`config.mk`:
```
export PLATFORM = sky130hd
export DESIGN_NAME = id_ex_skid_reg
export DESIGN_NICKNAME = d
export VERILOG_FILES = /design/src/rtl/id_ex_skid_reg.sv
export SDC_FILE = /design/constraint.sdc
export NUM_CORES = 1
export LEC_CHECK = 0
export CORE_UTILIZATION = 51
export DETAILED_ROUTE_END_ITERATION = 8
export GPL_ROUTABILITY_DRIVEN = 1
export PLACE_DENSITY = 0.91
export SLEW_MARGIN = 15
export SYNTH_ARGS = -nofsm -noshare
export SYNTH_HDL_FRONTEND = slang
export SYNTH_SLANG_ARGS = --single-unit
```
`constraint.sdc`:
```
create_clock -name clk -period 2.6 [get_ports clk]
set_clock_uncertainty 0.15 [all_clocks]
set_input_delay 0.26 -clock clk [delete_from_list [all_inputs] [get_ports clk]]
set_output_delay 0.26 -clock clk [all_outputs]
set_load 0.02 [all_outputs]
```
`src/rtl/id_ex_skid_reg.sv`:
```
// ID/EX pipeline register with a two-entry skid buffer. The ready path is registered.
// It also provides flush, hit-gated freeze and a saturating stall counter. State updates on the falling clock edge.
module id_ex_skid_reg #(
   parameter int DATA_W      = 16,
   parameter int REG_ADDR_W  = 3,
   parameter int CTRL_W      = 9,
   parameter int STALL_CNT_W = 16
) (
   input  logic                   clk,
   input  logic                   rst_n,
   input  logic                   hit_in,
   input  logic                   flush,
   input  logic                   in_valid,
   output logic                   in_ready,
   input  logic [DATA_W-1:0]      adder_in,
   input  logic [DATA_W-1:0]      rd1_in,
   input  logic [DATA_W-1:0]      rd2_in,
   input  logic [DATA_W-1:0]      imm_in,
   input  logic [REG_ADDR_W-1:0]  rt_in,
   input  logic [REG_ADDR_W-1:0]  rd_in,
   input  logic [CTRL_W-1:0]      ctrl_in,
   output logic                   out_valid,
   input  logic                   out_ready,
   output logic [DATA_W-1:0]      adder_out,
   output logic [DATA_W-1:0]      rd1_out,
   output logic [DATA_W-1:0]      rd2_out,
   output logic [DATA_W-1:0]      imm_out,
   output logic [REG_ADDR_W-1:0]  rt_out,
   output logic [REG_ADDR_W-1:0]  rd_out,
   output logic [CTRL_W-1:0]      ctrl_out,
   output logic [1:0]             occupancy,
   output logic [STALL_CNT_W-1:0] stall_cnt
);

   localparam int ENTRY_W = 4*DATA_W + 2*REG_ADDR_W + CTRL_W;

   typedef enum logic [1:0] {EMPTY, ONE, FULL} state_t;

   state_t               state;
   logic [ENTRY_W-1:0]   main_q;
   logic [ENTRY_W-1:0]   skid_q;
   logic [ENTRY_W-1:0]   in_entry;
   logic [CTRL_W-1:0]    main_ctrl;
   logic                 main_valid;
   logic                 skid_valid;
   logic                 accept;
   logic                 pop;
   logic                 stall_now;

   assign in_entry   = {adder_in, rd1_in, rd2_in, imm_in, rt_in, rd_in, ctrl_in};
   assign main_valid = (state != EMPTY);
   assign skid_valid = (state == FULL);

   assign in_ready  = hit_in & ~skid_valid;
   assign out_valid = hit_in & main_valid;
   assign accept    = in_valid & in_ready;
   assign pop       = out_valid & out_ready;
   assign stall_now = main_valid & (~hit_in | ~out_ready) & ~flush;

   assign {adder_out, rd1_out, rd2_out, imm_out, rt_out, rd_out, main_ctrl} = main_q;
   assign ctrl_out = out_valid ? main_ctrl : '0;

   always_comb begin
      occupancy = 2'd0;
      case (state)
         EMPTY:   occupancy = 2'd0;
         ONE:     occupancy = 2'd1;
         FULL:    occupancy = 2'd2;
         default: occupancy = 2'd0;
      endcase
   end

   // Leaving a valid state zeroes the main control bundle. The data fields are left stale.
   always_ff @(negedge clk or negedge rst_n) begin
      if (!rst_n) begin
         state  <= EMPTY;
         main_q <= '0;
         skid_q <= '0;
      end else if (flush) begin
         state                <= EMPTY;
         main_q[CTRL_W-1:0]   <= '0;
      end else begin
         case (state)
            EMPTY: begin
               if (accept) begin
                  main_q <= in_entry;
                  state  <= ONE;
               end
            end
            ONE: begin
               if (accept && pop) begin
                  main_q <= in_entry;
               end else if (accept) begin
                  skid_q <= in_entry;
                  state  <= FULL;
               end else if (pop) begin
                  main_q[CTRL_W-1:0] <= '0;
                  state              <= EMPTY;
               end
            end
            FULL: begin
               if (pop) begin
                  main_q <= skid_q;
                  state  <= ONE;
               end
            end
            default: state <= EMPTY;
         endcase
      end
   end

   always_ff @(negedge clk or negedge rst_n) begin
      if (!rst_n)
         stall_cnt <= '0;
      else if (stall_now && (stall_cnt != {STALL_CNT_W{1'b1}}))
         stall_cnt <= stall_cnt + 1'b1;
   end

endmodule

```
==> impl_metrics.json <==
{
  "status": "complete, but fails checks",
  "violations": "setup timing",
  "hold_path_depth": 1,
  "power_frac_comb_pct": 51.2,
  "p_seq_share_pct": 31.9,
  "pwr-share-clk_pct": 16.9,
  "finalSetupTns_ps": -63730,
  "syn-cell-area_mm2": 0.00833,
  "rrSetupSlack_ps": -110,
  "postLayoutCellArea_mm2": 0.0135,
  "nets": 1000,
  "cp_max_fo": 5,
  "arrival_ps": 2890,
  "ys.flop_type": "dfrtn_1",
  "cts_root_buffer": "clkbuf_16",
  "hold_viol": 0,
  "clk_pin_slew_ps": 50,
  "antenna_cells": 0,
  "layout_commonest_cell": "dfrtn_1",
  "drc": 0,
  "r2r_cells": 12,
  "globalplace.congestion": 0.881,
  "num_vias": 6740,
  "antenna_found_initial": 0,
  "path_cells": "inv_2, ha_4, nor2b_4, buf_6, and2_4, buf_6",
  "setup_violations": 273,
  "track_usage_pct": 33.1,
  "holdPathEnd": "skid_q[75]",
  "cts.sinks": 176,
  "routed_wl_mm": 29.3,
  "initial_utilization_pct": 52.3,
  "yosysTopAreaCellShare_pct": 52.9,
  "cp_data_required_time_ps": 2190,
  "final_cell_mix": "176 x dfrtn_1, 152 x mux2_4, 124 x buf_6",
  "leakage_nw": 6.39,
  "hp-start": "skid_q[75]",
  "grt_pass1_vias": 6981,
  "r2r_start": "state[0]",
  "maxCapViolations": 0,
  "synth_edf_count": 0,
  "hpwl_mm": 13.5,
  "grt_pass1_wl_mm": 40.7,
  "grt_overflow_total": 0,
  "wl_per_cell_um": 25.7,
  "tritoncts": "built",
  "yosysTopAreaCell": "dfrtn_1",
  "final.setup.worst_slack_ps": -701,
  "htreeDepth": 4,
  "slew_headroom_pct": 39.7,
  "synthDistinctLibCells": 38,
  "p_sw_mw": 5.42,
  "layout-drive-gt1-share_pct": 58.6,
  "firstDrtPassIters": 5,
  "async_reset_ff_share_pct": 100,
  "die_h_um": 130,
  "synth_seq_cells": 176,
  "clock_path_buffers": 2,
  "drt_iter0_drc": 511,
  "ant_nets": 0,
  "syn_nets": 723,
  "die_width_um": 130,
  "avgSynthCellArea_um2": 13.2,
  "pin_count": 184,
  "vdd_drop_max_mv": 0.724,
  "dieArea_mm2": 0.0169,
  "tightest_slew_ps": 898,
  "post_dp_cell_area_mm2": 0.0104,
  "grt_max_degree": 71,
  "p_int_mw": 10.6,
  "worstSetupStartpointType": "flip-flop",
  "maxSlewViolCount": 0,
  "p_per_area_mw_per_mm2": 1190,
  "viasPerCell": 5.92,
  "clkLatencyLatePin_ps": 410,
  "cp_slowest_stage_delay_ps": 420,
  "min_path_type": "reg -> reg",
  "synthCells": 633,
  "sw_frac_of_total_pct": 33.9,
  "rsz0062_at_grt": "yes",
  "worst_r2r_endpoint": "skid_q[24]",
  "portBuffers": 183,
  "worstSetupEndpointType": "primary output",
  "yosys_warnings": 0,
  "worst_path_most_repeated_cell": "buf_6",
  "core-area_mm2": 0.0159,
  "syn_to_final_growth_pct": 61.7,
  "yosysSeqAreaShare_pct": 52.9,
  "rows": 46,
  "critPathKind": "reg -> out",
  "numCtsBuffers": 17,
  "synth.area.top_cells": "dfrtn_1 53%, mux2_2 20%, a22o_1 7.4%, buf_4 6.5%, xor2_1 1.3%",
  "slowest_stage": "dfrtn_1"
}
==> how the worst max path moves through the flow <==
| stage | end | start |
|---|---|---|
| final | ctrl_out[7] | state[1] |
| after global routing | ctrl_out[7] | state[0] |
| after CTS | ctrl_out[3] | state[1] |
| after floorplan | main_q[27] | hit_in |
| after detailed placement | skid_q[68] | hit_in |
| after global placement | skid_q[48] | hit_in |
==> cells by family (layout without fill, tap and decap cells) <==
kind of cell,count (synthesis),after routing,synth area share [%]
AO/OA/AOI/OAI,108,108,10.7
XOR/XNOR,13,13,1.37
adder cells (fa/ha/maj),5,5,0.751
buffers and inverters,112,401,9.15
flip-flops,176,176,52.9
multiplexers,153,153,20.7
AND/OR/NAND/NOR,66,66,4.55
==> routing by layer <==
metal	share of wire, %	vias to the layer above	GRT usage [%]
met5	0	-	0
met1	38	3463	39.8
met2	51	393	56.7
met4	3.6	0	14.7
met3	6.6	81	7.83
li1	-	2803	-
==> power groups by stage <==
stage          logic [mW]  clock network [mW]  registers (mW)
5_1_grt              8.54                2.82            5.19
3_5_place_dp         5.40                   0            4.84
3_3_place_gp         5.15                   0            4.73
2_1_floorplan        3.90                   0            4.69
4_1_cts              7.41                2.67            4.96
6_report             8.20                2.70            5.11
==> synthesized netlist by cell type, drive strengths merged, types with 2 or more instances <==
cell    count
a211oi     10
a21oi      12
a22o       70
a22oi      10
and2       11
and3        2
and4        2
buf        89
clkbuf     19
dfrtn     176
ha          5
inv         4
mux2      152
nand2       6
nand2b      2
nand3       8
nand4       5
nor2       11
nor2b       3
nor3       11
nor4        2
xor2       12
==> metrics by stage <==
| step | worst slack, ps | total power, mW | util [%] | std cells | hold slack [ps] |
|---|---|---|---|---|---|
| after floorplan | -563 | 8.59 | - | 633 | 276 |
| after global placement | -997 | 9.88 | 65.2 | 987 | 283 |
| after detailed placement | -1100 | 10.2 | 65.2 | 987 | 298 |
| after CTS | -693 | 15.0 | 81.8 | 1104 | 307 |
| after global routing | -749 | 16.6 | 84.5 | 1138 | 315 |
| final | -701 | 16.0 | 84.5 | 1138 | 311 |
==> sequential cells by signal, indices dropped and copies added, names as in the netlist <==
name,cells
skid_q,79
stall_cnt,16
main_q,79
state,2
==> cell type report <==
type                            count  area [um2]
Sequential cell                   176        4400
Multi-Input combinational cell    345        4140
Timing Repair Buffer              366        4030
Fill cell                         702        2470
Clock buffer                       19         453
Tap cell                          216         270
Clock inverter                     12         158
Inverter                            4        15.0
==> critical path, delay by kind of cell, from the launching register on <==
kind          cells  cell delay (ps)
fa+ha+maj         1              180
simple gates      2              280
flops             1              420
buf+inv           3              300
==> repair_timing <==
item                                    4_1_cts  5_1_grt
gates cloned                                 24        2
setup buffers                                64       50
endpoints found under the setup margin      275      270
hold buffers                                  0        0
resized for setup                           801      103
pin swaps                                    17       37
Power figures use the tool's default switching activity.
